[src/rtl/ch9350_ledtx_if.sv]
// Byte stream from the LED frame builder to the UART transmitter.
// Latency: none, wires only.
// Backpressure: the consumer throttles the producer with i_byte_ready (AXI-stream style).
//
// Signals:
//   o_byte        8  frame byte (s_axis_tdata of the UART TX)
//   o_byte_valid  1  o_byte is valid (s_axis_tvalid)
//   i_byte_ready  1  UART TX accepts the byte this cycle (s_axis_tready)
//   o_busy        1  a frame is in flight
interface ch9350_ledtx_if;
    logic [7:0] o_byte;
    logic       o_byte_valid;
    logic       i_byte_ready;
    logic       o_busy;

    // master: the frame builder; slave: the UART TX side
    modport master (
        output o_byte,
        output o_byte_valid,
        output o_busy,
        input  i_byte_ready
    );

    modport slave (
        input  o_byte,
        input  o_byte_valid,
        input  o_busy,
        output i_byte_ready
    );
endinterface

[src/rtl/ch9350_ledtx.sv]
// Host->CH9350 LED/status frame transmitter: 8-byte frames on LED change and on keep-alive.
// Latency: first byte valid the cycle after the trigger is seen; one byte per accepted handshake.
// Backpressure: byte held stable while i_byte_ready is low; no new frame starts until the current one ends.
//
// Ports:
//   i_clk   in   system clock (12 MHz)
//   rst     in   synchronous reset, active-high
//   i_leds  in   level LED state: [0] num, [1] caps, [2] scroll
//   tx      master side of ch9350_ledtx_if (o_byte, o_byte_valid, i_byte_ready, o_busy)
//
// Frame: 57 AB CMD {5'b0,LED} SEQ 00 00 CKSUM, CKSUM = CMD + LED + SEQ (mod 256).
module ch9350_ledtx #(
    parameter int unsigned KEEPALIVE_CYCLES = 12_000_000,
    parameter logic [7:0]  CMD              = 8'h12
) (
    input  logic            i_clk,
    input  logic            rst,
    input  logic [2:0]      i_leds,
    ch9350_ledtx_if.master  tx
);

    typedef enum logic {
        IDLE = 1'b0,
        SEND = 1'b1
    } state_t;

    // Keep-alive is disabled entirely when the period is zero.
    localparam bit          KA_EN   = (KEEPALIVE_CYCLES != 0);
    localparam logic [31:0] KA_LAST = KA_EN ? 32'(KEEPALIVE_CYCLES - 1) : 32'd0;

    state_t      state_q, state_nxt;
    logic [2:0]  idx_q, idx_nxt;
    logic [7:0]  seq_q, seq_nxt;
    logic [2:0]  sent_led_q, sent_led_nxt;
    logic [2:0]  led_q, led_nxt;
    logic [31:0] timer_q, timer_nxt;
    logic [7:0]  byte_q, byte_nxt;
    logic        vld_q, vld_nxt;
    logic        busy_q, busy_nxt;

    logic        ka_hit;
    logic        trigger;
    logic        xfer;

    // Byte at position idx of a frame carrying the given LED snapshot and sequence number.
    function automatic logic [7:0] frame_byte(
        input logic [2:0] idx,
        input logic [2:0] led,
        input logic [7:0] seq
    );
        logic [7:0] led_byte;
        led_byte = {5'b00000, led};
        case (idx)
            3'd0:    frame_byte = 8'h57;
            3'd1:    frame_byte = 8'hAB;
            3'd2:    frame_byte = CMD;
            3'd3:    frame_byte = led_byte;
            3'd4:    frame_byte = seq;
            3'd5:    frame_byte = 8'h00;
            3'd6:    frame_byte = 8'h00;
            default: frame_byte = CMD + led_byte + seq;
        endcase
    endfunction

    assign ka_hit  = KA_EN && (timer_q == KA_LAST);
    // Only compared in IDLE, so LED wiggles that settle back before the frame ends are ignored.
    assign trigger = (i_leds != sent_led_q) || ka_hit;
    assign xfer    = vld_q && tx.i_byte_ready;

    always_comb begin
        state_nxt    = state_q;
        idx_nxt      = idx_q;
        seq_nxt      = seq_q;
        sent_led_nxt = sent_led_q;
        led_nxt      = led_q;
        byte_nxt     = byte_q;
        vld_nxt      = vld_q;
        busy_nxt     = busy_q;

        // The timer free-runs in both states and wraps on expiry; an expiry seen
        // mid-frame is therefore simply lost, which is the intended behaviour.
        if (!KA_EN || ka_hit) begin
            timer_nxt = 32'd0;
        end else begin
            timer_nxt = timer_q + 32'd1;
        end

        case (state_q)
            IDLE: begin
                if (trigger) begin
                    state_nxt    = SEND;
                    idx_nxt      = 3'd0;
                    led_nxt      = i_leds;
                    sent_led_nxt = i_leds;
                    byte_nxt     = frame_byte(3'd0, i_leds, seq_q);
                    vld_nxt      = 1'b1;
                    busy_nxt     = 1'b1;
                    timer_nxt    = 32'd0;
                end
            end
            SEND: begin
                if (xfer) begin
                    if (idx_q == 3'd7) begin
                        state_nxt = IDLE;
                        vld_nxt   = 1'b0;
                        busy_nxt  = 1'b0;
                        seq_nxt   = seq_q + 8'd1;
                    end else begin
                        idx_nxt  = idx_q + 3'd1;
                        byte_nxt = frame_byte(idx_q + 3'd1, led_q, seq_q);
                    end
                end
            end
            default: begin
                state_nxt = IDLE;
                vld_nxt   = 1'b0;
                busy_nxt  = 1'b0;
            end
        endcase
    end

    always_ff @(posedge i_clk) begin
        if (rst) begin
            state_q    <= IDLE;
            idx_q      <= 3'd0;
            seq_q      <= 8'd0;
            sent_led_q <= 3'b000;
            led_q      <= 3'b000;
            timer_q    <= 32'd0;
            byte_q     <= 8'd0;
            vld_q      <= 1'b0;
            busy_q     <= 1'b0;
        end else begin
            state_q    <= state_nxt;
            idx_q      <= idx_nxt;
            seq_q      <= seq_nxt;
            sent_led_q <= sent_led_nxt;
            led_q      <= led_nxt;
            timer_q    <= timer_nxt;
            byte_q     <= byte_nxt;
            vld_q      <= vld_nxt;
            busy_q     <= busy_nxt;
        end
    end

    assign tx.o_byte       = byte_q;
    assign tx.o_byte_valid = vld_q;
    assign tx.o_busy       = busy_q;

    // A stalled byte must not move or disappear.
    a_stall_hold: assert property (@(posedge i_clk) disable iff (rst)
        (tx.o_byte_valid && !tx.i_byte_ready) |=> (tx.o_byte_valid && $stable(tx.o_byte)));

    // busy spans exactly the cycles in which a frame byte is being offered.
    a_busy_vld: assert property (@(posedge i_clk) disable iff (rst)
        tx.o_busy == tx.o_byte_valid);

endmodule

[src/flat_wrapper.sv]
// flat-port wrapper written by rule: the top's interface ports become plain ports
module ch9350_ledtx_flat 
#(
    parameter int unsigned KEEPALIVE_CYCLES = 12_000_000,
    parameter logic [7:0]  CMD              = 8'h12
)
  (i_clk, rst, i_leds, tx_o_byte, tx_o_byte_valid, tx_o_busy, tx_i_byte_ready);
  ch9350_ledtx_if tx_i ();
  input  logic i_clk;
  input  logic rst;
  input  logic [2:0] i_leds;
  output wire logic [$bits(tx_i.o_byte)-1:0] tx_o_byte;
  output wire logic [$bits(tx_i.o_byte_valid)-1:0] tx_o_byte_valid;
  output wire logic [$bits(tx_i.o_busy)-1:0] tx_o_busy;
  input wire logic [$bits(tx_i.i_byte_ready)-1:0] tx_i_byte_ready;
  assign tx_o_byte = tx_i.o_byte;
  assign tx_o_byte_valid = tx_i.o_byte_valid;
  assign tx_o_busy = tx_i.o_busy;
  assign tx_i.i_byte_ready = tx_i_byte_ready;
  ch9350_ledtx #(.KEEPALIVE_CYCLES(KEEPALIVE_CYCLES), .CMD(CMD)) u_core (.i_clk(i_clk), .rst(rst), .i_leds(i_leds), .tx(tx_i));
endmodule
[config.mk]
export PLATFORM = sky130hd
export DESIGN_NAME = ch9350_ledtx_flat
export DESIGN_NICKNAME = d
export VERILOG_FILES = /design/src/rtl/ch9350_ledtx_if.sv /design/src/rtl/ch9350_ledtx.sv /design/src/flat_wrapper.sv
export SDC_FILE = /design/constraint.sdc
export NUM_CORES = 1
export LEC_CHECK = 0
export BUFFER_PORTS_ARGS = -buffer_cell sky130_fd_sc_hd__buf_2
export CELL_PAD_IN_SITES_DETAIL_PLACEMENT = 2
export CELL_PAD_IN_SITES_GLOBAL_PLACEMENT = 2
export CORE_UTILIZATION = 41
export DETAILED_ROUTE_END_ITERATION = 12
export GPL_TIMING_DRIVEN = 0
export PLACE_DENSITY_LB_ADDON = 0.12
export RECOVER_POWER = 50
export SLEW_MARGIN = 20
export SYNTH_ARGS = -nofsm -noshare
export SYNTH_HDL_FRONTEND = slang
export SYNTH_SLANG_ARGS = --single-unit
[constraint.sdc]
create_clock -name i_clk -period 4.88 [get_ports i_clk]
set_clock_uncertainty 0.2 [all_clocks]
set_input_delay 0.488 -clock i_clk [delete_from_list [all_inputs] [get_ports i_clk]]
set_output_delay 0.488 -clock i_clk [all_outputs]
set_load 0.01 [all_outputs]
==> flow_summary_export.csv <==
group,metric,value,unit
outcome,result_of_the_run,"complete, no violations",
global_route,overflow,0,
clock_network,post-cts-setup-buffer-count,0,
layout,antennaDiodeCount,0,
floorplan,core_area,7250,um2
logic_synthesis,synth_ff_type,"sky130_fd_sc_hd__dfxtp_1",
floorplan,die_h,88.7,um
layout,final_util,45.4,%
route,routed_wire_length_per_instance,18.4,um
logic_synthesis,synth_largest_type_area_fraction,36.4,%
worst_setup_path,start_kind,"flip-flop",
route,viasPerCell,5.67,
route,detail_route.wirelength,8710,um
timing,setup_tns,0,ns
floorplan,ios,16,
flow_run,drv.max_cap_violation_count,0,
global_route,grt_start_max_net_pins,19,
power_and_ir_drop,total_power,0.839,mW
logic_synthesis,synthDominantAreaCellType,"sky130_fd_sc_hd__dfxtp_1",
global_route,grt_pass1_vias,2741,
logic_synthesis,synth_mux_area_share,1.30,%
global_route,grt_antenna_before_repair,0,
logic_synthesis,post_synth_and_or_nand_nor_area_fraction,28.7,%
layout,post_route_cells_drive_above_1_share,11.2,%
logic_synthesis,synth.net_count,372,
min_path,hold_path.class,"in2reg",
timing,finalSetupViolations,0,
logic_synthesis,postSynthRegisterBits,56,
floorplan,chipWidth,88.7,um
floorplan,dieArea,7870,um2
logic_synthesis,synth_compound_area_share,11.3,%
timing,grt_setup_unrepaired,"false",
worst_setup_path,worst_path_fanout_max,10,
route,drc_errors,0,
logic_synthesis,synth.yosys.seq_area_share,36.4,%
logic_synthesis,synth.cell_area,3080,um2
clock_network,post_cts_resize_count,0,
timing,tightest_hold_margin,0.242,ns
clock_network,path_clk_slew,0.12,ns
clock_network,cts.path.max_buffers,2,
logic_synthesis,synthArstFlopShare,0,%
floorplan,rows,31,
route,drt_iter0_drc,140,
power_and_ir_drop,ir_worst_vdd,0.000111,V
power_and_ir_drop,power-per-cell-area,255,nW/um2
layout,stdcell_area,3290,um2
timing,slew-limit-headroom,45.3,%
logic_synthesis,synth_top_family_by_area,"simple AND/OR/NAND/NOR gates",
global_route,total_global_routing_track_utilization,24.0,%
timing,worst-slew-pin-transition,0.813,ns
route,detailed_router_iteration_count_before_antenna_repair,4,
floorplan,initial_core_util,42.5,%
worst_setup_path,arrival,3.57,ns
logic_synthesis,yosys.area_share.xor_xnor,11.4,%
timing,final_period_minus_worst_setup_slack,3.56,ns
clock_network,clock_insertion_delay_worst_skew,0.33,ns
timing,timing_max_transition_violations_final,0,
logic_synthesis,synthesis.yosys.warnings,0,
place,detailed_place.area,3280,um2
layout,nNetsFinal,394,
worst_setup_path,critical_path_class,"reg2reg",
timing,final.period_utilization,73.0,%
worst_setup_path,critical_path_required,4.89,ns
logic_synthesis,synth_edf_count,0,
route,dr_total_vias,2687,
clock_network,numCtsBuffers,5,
timing,finalHoldViolCount,0,
logic_synthesis,synthesized_area_per_cell,8.75,um2
route,drtAntennaViolNets,0,
layout,area_growth,6.90,%
place,hpwl,6410,um
clock_network,tritoncts_clock_tree,"yes",
layout,fillCellCount,850,
worst_setup_path,cp-end-kind,"flip-flop",
clock_network,holdBufCountCts,0,
timing,fmaxAchievable,281,MHz
place,global_placer_s_final_weighted_congestion,0.745,
logic_synthesis,synth_cell_types,55,
clock_network,cts-htree-levels,2,
power_and_ir_drop,static-leakage-power,1.16,nW
logic_synthesis,synthTopCellsByArea,"sky130_fd_sc_hd__dfxtp_1 36%, sky130_fd_sc_hd__xnor2_1 8.2%, sky130_fd_sc_hd__nor2_1 5.4%",
logic_synthesis,share_of_synthesized_cell_area_in_full_adder_half_adder_and_majority_cells,5.93,%
clock_network,clk_sink_count,56,
clock_network,clockRootBuffer,"sky130_fd_sc_hd__clkbuf_8",
logic_synthesis,netlist_instances,352,
place,numPortBuffers,15,
global_route,grt_pass1_wl,14200,um
==> cells by family after synthesis <==
family                   Yosys count
flip-flops                        56
XOR/XNOR                          40
AND/OR/NAND/NOR                  162
AO/OA/AOI/OAI                     49
buffers and inverters             27
adder cells (fa/ha/maj)           14
multiplexers                       4
==> flip-flops by register name, indices dropped and copies added (netlist names) <==
name,count
u_core.idx_q,3
u_core.tx.o_byte_valid,1
u_core.state_q,1
u_core.seq_q,8
u_core.sent_led_q,3
u_core.timer_q,32
u_core.tx.o_byte,8
==> final timing paths <==
check | end | from | cells after the start | slack, ns
max | u_core.timer_q[5] | u_core.timer_q[23] | 6 | 1.32
min | u_core.sent_led_q[1] | i_leds[1] | 3 | 0.24
max reg2reg | u_core.timer_q[5] | u_core.timer_q[23] | 6 | 1.32
min reg2reg | u_core.timer_q[0] | u_core.timer_q[0] | 1 | 0.28
==> routing by layer <==
layer / track usage (%) / vias up / share of wire [%]
met4: 5.28 / 0 / 0.91
met5: 0 / - / 0
met3: 2.89 / 6 / 2.2
met1: 32.2 / 1368 / 48
met2: 41.3 / 28 / 49
li1: - / 1285 / -
==> through the flow <==
stage	setup WS, ns	instances
final	1.32	474
after global routing	1.12	474
after CTS	1.93	474
after detailed placement	2.03	466
after global placement	2.07	466
after floorplan	2.54	352
==> layout by cell type (no fill, tap or decap), drive strengths merged, types with 3 or more instances in the layout <==
cell and n:
nor2 58, nand4 17, nand2 25, a21o 6
o211ai 3, o21ai 7, inv 12, xnor2 29
xor2 11, and3 10, and4 5, mux2i 4
ha 13, nand3 15, a211oi 4, buf 10
nor4 7, nor3 10, clkbuf 26, a21oi 10
or3 3, dfxtp 56, a31oi 5
==> Yosys cell counts (all sizes together), types with 2 or more instances <==
| cell | instances |
|---|---|
| a211o | 2 |
| and2 | 2 |
| buf | 7 |
| and3 | 10 |
| xor2 | 11 |
| a211oi | 4 |
| mux2i | 4 |
| o211ai | 3 |
| inv | 11 |
| a21o | 6 |
| o21ai | 7 |
| or2 | 2 |
| dfxtp | 56 |
| nor3 | 10 |
| a31oi | 5 |
| clkbuf | 9 |
| a32oi | 2 |
| ha | 13 |
| nor2 | 58 |
| and4 | 5 |
| a21oi | 10 |
| xnor2 | 29 |
| nand3 | 15 |
| or3 | 3 |
| or4 | 2 |
| nand2b | 2 |
| nor4b | 2 |
| nand4 | 17 |
| nand2 | 25 |
| a31o | 2 |
| a311oi | 2 |
| nor4 | 7 |
==> power breakdown <==
group          internal [mW]  leakage [nW]  switching (mW)
sequential             0.468         0.454         0.00934
clock                  0.103        0.0445           0.172
combinational         0.0311         0.662          0.0563
total                  0.601          1.16           0.237
==> layout make-up <==
| type | instances | area [um2] | area share, % |
|---|---|---|---|
| Buffer | 16 | 85.1 | 2.58 |
| Clock buffer | 5 | 68.8 | 2.09 |
| Clock inverter | 3 | 21.3 | 0.646 |
| Inverter | 11 | 41.3 | 1.25 |
| Multi-Input combinational cell | 269 | 1770 | 53.7 |
| Sequential cell | 56 | 1120 | 34.0 |
| Tap cell | 99 | 124 | 3.76 |
| Timing Repair Buffer | 15 | 63.8 | 1.94 |
==> worst max-delay path, cell delays in order, from the launching register on <==
cell                       delay (ns)
sky130_fd_sc_hd__dfxtp_1         0.45
sky130_fd_sc_hd__or4b_1          0.46
sky130_fd_sc_hd__nor4_1          0.72
sky130_fd_sc_hd__nand3_1         0.44
sky130_fd_sc_hd__o211ai_1        0.48
sky130_fd_sc_hd__clkbuf_1        0.60
sky130_fd_sc_hd__nor2_2          0.09
No activity file was read; power rests on OpenSTA's default activity.
